--- src/rtl/accum_seq_ctrl_if.sv ---
// accum_seq_ctrl_if: valid/ready/data stream bundle.
// Used for both the sample input and the result output.
interface accum_seq_ctrl_if #(
   parameter int WIDTH = 48
);
   logic             valid;
   logic             ready;
   logic [WIDTH-1:0] data;

   modport master (
      output valid,
      output data,
      input  ready
   );

   modport slave (
      input  valid,
      input  data,
      output ready
   );
endinterface

--- src/rtl/accum_seq_ctrl.sv ---
// accum_seq_ctrl: sequences one complex accumulation block.
// Optional abort support: define ACCUM_CTRL_ABORT_EN.
module accum_seq_ctrl #(
   parameter int WIDTH    = 48,
   parameter int CNT_W    = 8,
   parameter int PIPE_LAT = 3
) (
   input  logic             clock,
   input  logic             reset,
   input  logic             start,
   input  logic [CNT_W-1:0] len,
   input  logic             abort,
   accum_seq_ctrl_if.slave  in_if,
   output logic [WIDTH-1:0] acc_data,
   output logic             acc_clear,
   input  logic [WIDTH-1:0] acc_sum,
   accum_seq_ctrl_if.master res_if,
   output logic             busy,
   output logic             done
);

   localparam int DW = $clog2(PIPE_LAT + 1) + 1;

   typedef enum logic [2:0] {
      S_IDLE,
      S_CLEAR,
      S_RUN,
      S_DRAIN,
      S_HOLD
   } state_t;

   state_t           state_q, state_d;
   logic [CNT_W-1:0] len_q, len_d;
   logic [CNT_W-1:0] cnt_q, cnt_d;
   logic [CNT_W-1:0] cnt_inc;
   logic [DW-1:0]    dcnt_q, dcnt_d;
   logic [WIDTH-1:0] acc_data_q, acc_data_d;
   logic             acc_clear_q, acc_clear_d;
   logic [WIDTH-1:0] res_data_q, res_data_d;
   logic             res_valid_q, res_valid_d;
   logic             done_q, done_d;

   logic accept;
   logic xfer;
   logic last_xfer;
   logic drain_end;
   logic res_hs;
   logic kill;

   assign accept    = (state_q == S_IDLE) && start
                      && (len != '0);
   assign xfer      = (state_q == S_RUN) && in_if.valid;
   assign cnt_inc   = cnt_q + CNT_W'(1);
   assign last_xfer = xfer && (cnt_inc == len_q);
   assign drain_end = (state_q == S_DRAIN)
                      && (dcnt_q == DW'(PIPE_LAT));
   assign res_hs    = (state_q == S_HOLD) && res_if.ready;

`ifdef ACCUM_CTRL_ABORT_EN
   assign kill = abort && (state_q != S_IDLE);
`else
   // abort is present on the port but has no effect here
   assign kill = abort & 1'b0;
`endif

   // state register, cleared asynchronously
   always_ff @(posedge clock or negedge reset) begin
      if (!reset) begin
         state_q <= S_IDLE;
      end else begin
         state_q <= state_d;
      end
   end

   // next-state decode; abort overrides every transition
   always_comb begin
      state_d = state_q;
      unique case (state_q)
         S_IDLE:  if (accept)    state_d = S_CLEAR;
         S_CLEAR:                state_d = S_RUN;
         S_RUN:   if (last_xfer) state_d = S_DRAIN;
         S_DRAIN: if (drain_end) state_d = S_HOLD;
         S_HOLD:  if (res_hs)    state_d = S_IDLE;
         default:                state_d = S_IDLE;
      endcase
      if (kill) state_d = S_IDLE;
   end

   // next values of the registered outputs and counters
   always_comb begin
      len_d       = len_q;
      cnt_d       = cnt_q;
      dcnt_d      = dcnt_q;
      acc_data_d  = '0;
      acc_clear_d = 1'b0;
      res_data_d  = res_data_q;
      res_valid_d = res_valid_q;
      done_d      = 1'b0;
      unique case (state_q)
         S_IDLE: begin
            if (accept) begin
               len_d  = len;
               cnt_d  = '0;
               dcnt_d = '0;
            end
         end
         S_CLEAR: begin
            acc_clear_d = 1'b1;
         end
         S_RUN: begin
            if (xfer) begin
               acc_data_d = in_if.data;
               cnt_d      = cnt_inc;
            end
         end
         S_DRAIN: begin
            dcnt_d = dcnt_q + DW'(1);
            // sum is settled PIPE_LAT cycles after last sample
            if (drain_end) begin
               res_data_d  = acc_sum;
               res_valid_d = 1'b1;
               dcnt_d      = '0;
            end
         end
         S_HOLD: begin
            if (res_hs) begin
               res_valid_d = 1'b0;
               done_d      = 1'b1;
            end
         end
         default: begin
            acc_data_d = '0;
         end
      endcase
      if (kill) begin
         cnt_d       = '0;
         dcnt_d      = '0;
         acc_data_d  = '0;
         acc_clear_d = 1'b1;
         res_valid_d = 1'b0;
         done_d      = 1'b0;
      end
   end

   // datapath and output registers
   always_ff @(posedge clock or negedge reset) begin
      if (!reset) begin
         len_q       <= '0;
         cnt_q       <= '0;
         dcnt_q      <= '0;
         acc_data_q  <= '0;
         acc_clear_q <= 1'b0;
         res_data_q  <= '0;
         res_valid_q <= 1'b0;
         done_q      <= 1'b0;
      end else begin
         len_q       <= len_d;
         cnt_q       <= cnt_d;
         dcnt_q      <= dcnt_d;
         acc_data_q  <= acc_data_d;
         acc_clear_q <= acc_clear_d;
         res_data_q  <= res_data_d;
         res_valid_q <= res_valid_d;
         done_q      <= done_d;
      end
   end

   assign acc_data     = acc_data_q;
   assign acc_clear    = acc_clear_q;
   assign res_if.data  = res_data_q;
   assign res_if.valid = res_valid_q;
   assign in_if.ready  = (state_q == S_RUN);
   assign busy         = (state_q != S_IDLE);
   assign done         = done_q;

endmodule
--- src/flat_wrapper.sv ---
// flat-port wrapper written by rule: the top's interface ports become plain ports
module accum_seq_ctrl_flat 
#(
   parameter int WIDTH    = 48,
   parameter int CNT_W    = 8,
   parameter int PIPE_LAT = 3
)
  (clock, reset, start, len, abort, acc_data, acc_clear, acc_sum, busy, done, in_if_valid, in_if_data, in_if_ready, res_if_valid, res_if_data, res_if_ready);
  accum_seq_ctrl_if #(.WIDTH(WIDTH)) in_if_i ();
  accum_seq_ctrl_if #(.WIDTH(WIDTH)) res_if_i ();
  input  logic clock;
  input  logic reset;
  input  logic start;
  input  logic [CNT_W-1:0] len;
  input  logic abort;
  output logic [WIDTH-1:0] acc_data;
  output logic acc_clear;
  input  logic [WIDTH-1:0] acc_sum;
  output logic busy;
  output logic done;
  input wire logic [$bits(in_if_i.valid)-1:0] in_if_valid;
  input wire logic [$bits(in_if_i.data)-1:0] in_if_data;
  output wire logic [$bits(in_if_i.ready)-1:0] in_if_ready;
  output wire logic [$bits(res_if_i.valid)-1:0] res_if_valid;
  output wire logic [$bits(res_if_i.data)-1:0] res_if_data;
  input wire logic [$bits(res_if_i.ready)-1:0] res_if_ready;
  assign in_if_i.valid = in_if_valid;
  assign in_if_i.data = in_if_data;
  assign in_if_ready = in_if_i.ready;
  assign res_if_valid = res_if_i.valid;
  assign res_if_data = res_if_i.data;
  assign res_if_i.ready = res_if_ready;
  accum_seq_ctrl #(.WIDTH(WIDTH), .CNT_W(CNT_W), .PIPE_LAT(PIPE_LAT)) u_core (.clock(clock), .reset(reset), .start(start), .len(len), .abort(abort), .in_if(in_if_i), .acc_data(acc_data), .acc_clear(acc_clear), .acc_sum(acc_sum), .res_if(res_if_i), .busy(busy), .done(done));
endmodule
--- config.mk ---
export PLATFORM = sky130hd
export DESIGN_NAME = accum_seq_ctrl_flat
export DESIGN_NICKNAME = d
export VERILOG_FILES = /design/src/rtl/accum_seq_ctrl_if.sv /design/src/rtl/accum_seq_ctrl.sv /design/src/flat_wrapper.sv
export SDC_FILE = /design/constraint.sdc
export NUM_CORES = 1
export LEC_CHECK = 0
export CAP_MARGIN = 20
export CORE_MARGIN = 5
export CORE_UTILIZATION = 41
export DETAILED_ROUTE_END_ITERATION = 8
export PLACE_DENSITY = 0.8
export SYNTH_ARGS = -nofsm -noshare
export SYNTH_HDL_FRONTEND = slang
export SYNTH_SLANG_ARGS = --single-unit
export TNS_END_PERCENT = 20
--- constraint.sdc ---
create_clock -name clock -period 2.1 [get_ports clock]
set_clock_uncertainty 0.2 [all_clocks]
set_input_delay 0.42 -clock clock [delete_from_list [all_inputs] [get_ports clock]]
set_output_delay 0.42 -clock clock [all_outputs]
set_load 0.005 [all_outputs]
# After elaboration in Yosys (flattened, before gate mapping)
# Cells that the tools add are included.
word_totals:
  register_bits: 121
  elab_cells: 59
  output_inout_bits: 101
  inputBits: 110
classes:
  reduce_logical: 18
  n_eq_ne: 11
  muxes: 19
  add_sub_neg: 2
op_table:
  columns: ["operator", "n"]
  rows:
  - ["$mux 48", 2]
  - ["$mux 3", 6]
  - ["$mux 8", 2]
  - ["$pmux 8 s2", 1]
  - ["$pmux 3 s5", 1]
  - ["$ne 2x1->1 const B", 5]
  - ["$eq 3x2->1 const B", 3]
  - ["$add 8x1->8 const B", 1]
  - ["$eq 8x8->1", 1]
  - ["$reduce_bool 8->1", 1]
  - ["$logic_and 1x1->1", 6]
  - ["$pmux 3 s2", 1]
  - ["$reduce_and 2->1", 3]
  - ["$reduce_and 3->1", 2]
  - ["$reduce_bool 2->1", 3]
  - ["$mux 1", 5]
  - ["$reduce_and 4->1", 1]
  - ["$add 3x1->3 const B", 1]
  - ["$eq 3x1->1 const B", 1]
  - ["$eq 3x3->1 const B", 1]
  - ["$logic_not 3->1", 1]
  - ["$reduce_bool 3->1", 1]
  - ["$pmux 1 s2", 1]

# Depth between registers and ports, before layout
depth:
  depth_word: 5
  mapped_depth: 7

# Worst setup path before layout
# Ideal clock, no wire load.
synth_timing:
  path_kind: "register to register"
  start: "reg u_core.state_q[2]"
  end: "reg u_core.len_q[0]"
  slack_ps: 155
  arrival_time_ps: 1617
  stages_incl_launch_ff: 5
  path_cell_list: "dfrtp_1 -> or3_1 -> a211oi_2 -> buf_4 -> mux2_1"
synth_between:
  elab_chain_len: 4
synth_rtl:
  columns: ["item", "line", "source"]
  rows:
  - ["start: declaration", "accum_seq_ctrl.sv:32", "state_t state_q, state_d;"]
  - ["start signal: assignment", "accum_seq_ctrl.sv:71", "state_q <= state_d;"]
  - ["$logic_not 3->1 *", "accum_seq_ctrl.sv:50, accum_seq_ctrl.sv:99", null]
  - ["$logic_and 1x1->1", "accum_seq_ctrl.sv:50", "assign accept = (state_q == S_IDLE) && start"]
  - ["$logic_and 1x1->1", "accum_seq_ctrl.sv:51", "&& (len != '0);"]
  - ["$reduce_and 2->1 (no source line) *", null, null]
  - ["end signal: assignment", "accum_seq_ctrl.sv:157", "len_q <= len_d;"]
  - ["end: declaration", "accum_seq_ctrl.sv:33", "logic [CNT_W-1:0] len_q, len_d;"]
# Mark *: on every way between the ends. The rest lies on a longest branch, timed or not.
# A chain may end at the register's enable or synchronous reset.

# Final worst setup path
layout_timing:
  start: "reg u_core.state_q[0]"
  end: "out in_if_ready"
layout_between:
  elab_chain_len: 1
layout_rtl:
  columns: ["item", "line", "source"]
  rows:
  - ["$eq 3x2->1", "accum_seq_ctrl.sv:172", "assign in_if.ready = (state_q == S_RUN);"]
  - ["end: declaration", "flat_wrapper.sv:23", "output wire logic [$bits(in_if_i.ready)-1:0] in_if_ready;"]
# Every way passes these cells.

==> flow_metrics.tcl <==
set metrics [dict create \
    post-dp-hpwl_mm 9.226 \
    final_common_cell "clkdlybuf4s50_1" \
    drt_iter0_markers 97 \
    fin_ws_ns 0.02408 \
    dieWidth_um 115.8 \
    antenna_cells 0 \
    power_w 0.009767 \
    ant_nets 0 \
    viasPerCell 4.876 \
    place_inst 684 \
    grt_usage 0.1886 \
    chipHeight_um 115.8 \
    route.detailed.drc 0 \
    clk_latency_ns 0.52 \
    gp_congestion 0.7656 \
    grt_overflow_total 0 \
    fp.dieArea_sq_um 13420 \
    initial_utilization 0.4219 \
    worstMarginPinSlew_ns 0.4059 \
    cts_sinks 121 \
    fin_nets 681 \
    drive_gt1_frac 0.1138 \
    drt_wl_total_mm 12.40 \
    hold_viol 0 \
    io_buffers 209 \
    cap_violations 0 \
    grt_setup_unrepaired "true" \
    ir_drop_uv 727.6 \
    cts-root-buf "clkbuf_8" \
    end_kind "primary output" \
    worst_setup_path_start_kind "flop" \
    async_reset_ff_frac 1.000 \
    criticalPathCategory "flop to primary output" \
    dpl_worst_slack_ns -0.1220 \
    power_leakage_nw 3.562 \
    outcome "completed" \
    wl_per_cell_um 17.22 \
    numCtsBuffers 17 \
    grt_pass1_wl_mm 19.22 \
    min_period_ns 2.076 \
    core_sq_um 10890 \
    htree_levels 4 \
    cts_tree "yes" \
    required_ns 1.48 \
    setup_viol 0 \
    hold_class "primary input to asynchronous set/reset pin" \
    hold_slack_ns 0.1846 \
    yosysWarnings 0 \
    first_pass_iters 4 \
    syn_avg_cell_area_sq_um 13.88 \
    pin_count 211 \
    crit_arrival_ns 1.46 \
    instances_no_fill 720 \
    synth-seq-cells 121 \
    clk_path_buf_depth 2 \
    seq_area_frac_synth 0.6592 \
    synth-edff-count 0 \
    synthesis.nets 443 \
    rows 38 \
    slew_viol_final 0 \
    powerDensity_nw_per_um2 1278 \
    cp_max_fo 2 \
    finalCritPeriodShare 0.9885 \
    final_cell_mix "clkdlybuf4s50_1, dfrtp_1, mux2_1" \
    netlist_area_sq_um 4593 \
    ys_types 37 \
    synth_ff_type "dfrtp_1" \
    first_global_vias 3738 \
    routed-via-count 3511 \
    fmax_ghz 0.4817 \
    clkSlewWorstSetupHoldPaths_ns 0.06 \
    antenna_found_initial 0 \
    grt_max_degree 50 \
    max-slew-margin-rel 0.7294 \
    synthToLayoutAreaGrowth_pct 66.41 \
    final.fill_count 770 \
    synth_cells 331 \
]
synth_stat cells, drive strengths merged (2+ instances only):
master	n	share of area
o21ai	15	0.016
xnor2	7	0.013
and3	53	0.072
nor3b	3	0.0060
nor4	2	0.0027
nor2b	2	0.0027
inv	2	0.0016
a211oi	2	0.0044
or3	3	0.0041
buf	6	0.0076
and2	2	0.0027
xor2	2	0.0038
nand2	11	0.0090
dfrtp	121	0.66
nor2	13	0.011
nand3	2	0.0033
mux2	57	0.14
o31ai	3	0.0049
ha	2	0.0054
nor3	3	0.0044
clkbuf	11	0.0090
cell type report:
type	instances	area, sq um	area share
multi-input combinational	191	1503	0.1966
tap	140	175.2	0.02292
clock inverter	8	145.1	0.01899
clock buffer	22	452.9	0.05926
timing repair buffer	236	2331	0.3050
inverter	2	7.507	0.0009822
sequential	121	3029	0.3963
state kept, by name (all words and copies together), names as in the netlist, 3 cells and up:
| signal | cells |
|---|---|
| u_core.acc_data | 48 |
| u_core.res_if.data | 48 |
| u_core.cnt_q | 8 |
| u_core.len_q | 8 |
| u_core.dcnt_q | 3 |
| u_core.state_q | 3 |
path summary, 6_finish.rpt:
path | depth (start not counted) | endpoint | from | slack, ns
max | 3 | in_if_ready | u_core.state_q[0] | 0.02
min in group clock | 2 | u_core.acc_data[39] | in_if_data[39] | 0.27
min reg2reg | 1 | u_core.res_if.data[35] | u_core.res_if.data[35] | 0.28
max reg2reg | 4 | u_core.len_q[7] | u_core.state_q[2] | 0.13
max in group asynchronous | 3 | u_core.acc_data[19] | reset | 0.91
min | 2 | u_core.res_if.data[41] | reset | 0.18
critical path, cell delays in order, from the launching register on:
cell and delay (ns):
dfrtp_1 0.38, buf_4 0.15, nor3b_4 0.24, buf_2 0.16
power breakdown:
| group | leakage, nW | switching, W | internal, W | total, W |
|---|---|---|---|---|
| Sequential | 1.57 | 0.000403 | 0.00310 | 0.00350 |
| Clock | 0.287 | 0.000975 | 0.00197 | 0.00295 |
| Combinational | 1.71 | 0.00127 | 0.00205 | 0.00332 |
| Total | 3.56 | 0.00265 | 0.00712 | 0.00977 |
per-layer routing:
layer,vias to the layer above,wire [um],GRT usage
met1,1681,4448,0.2038
met2,154,6206,0.3134
met5,-,0,0
li1,1653,-,-
met4,0,311,0.07425
met3,23,1435,0.09922
timing repair:
item                                   4_1_cts  5_1_grt
setup endpoints to repair                    2        9
pin swaps                                    2        0
gates cloned                                 0        0
hold buffers                                 1        0
setup buffers                                5        0
resized for setup                           11        3
endpoints found under the hold margin       27        0
logic make-up after synthesis:
family,count (synthesis),share of synthesized area
adders and majority gates,2,0.005447
and+or+nand+nor,98,0.1248
muxes,57,0.1397
buffers and inverters,19,0.01825
DFF,121,0.6592
AOI/OAI and AO/OA,25,0.03541
xor gates and xnor gates,9,0.01716
through the flow:
stage	TNS [ns]	util	area, sq um
finish	0	0.7020	7644
global route	-0.05711	0.7020	7644
CTS	-0.009460	0.7013	7636
detailed placement	-1.166	0.6420	6990
global placement	-0.5951	0.6420	6990
floorplan	0	-	4593
Power figures use the tool's default switching activity.
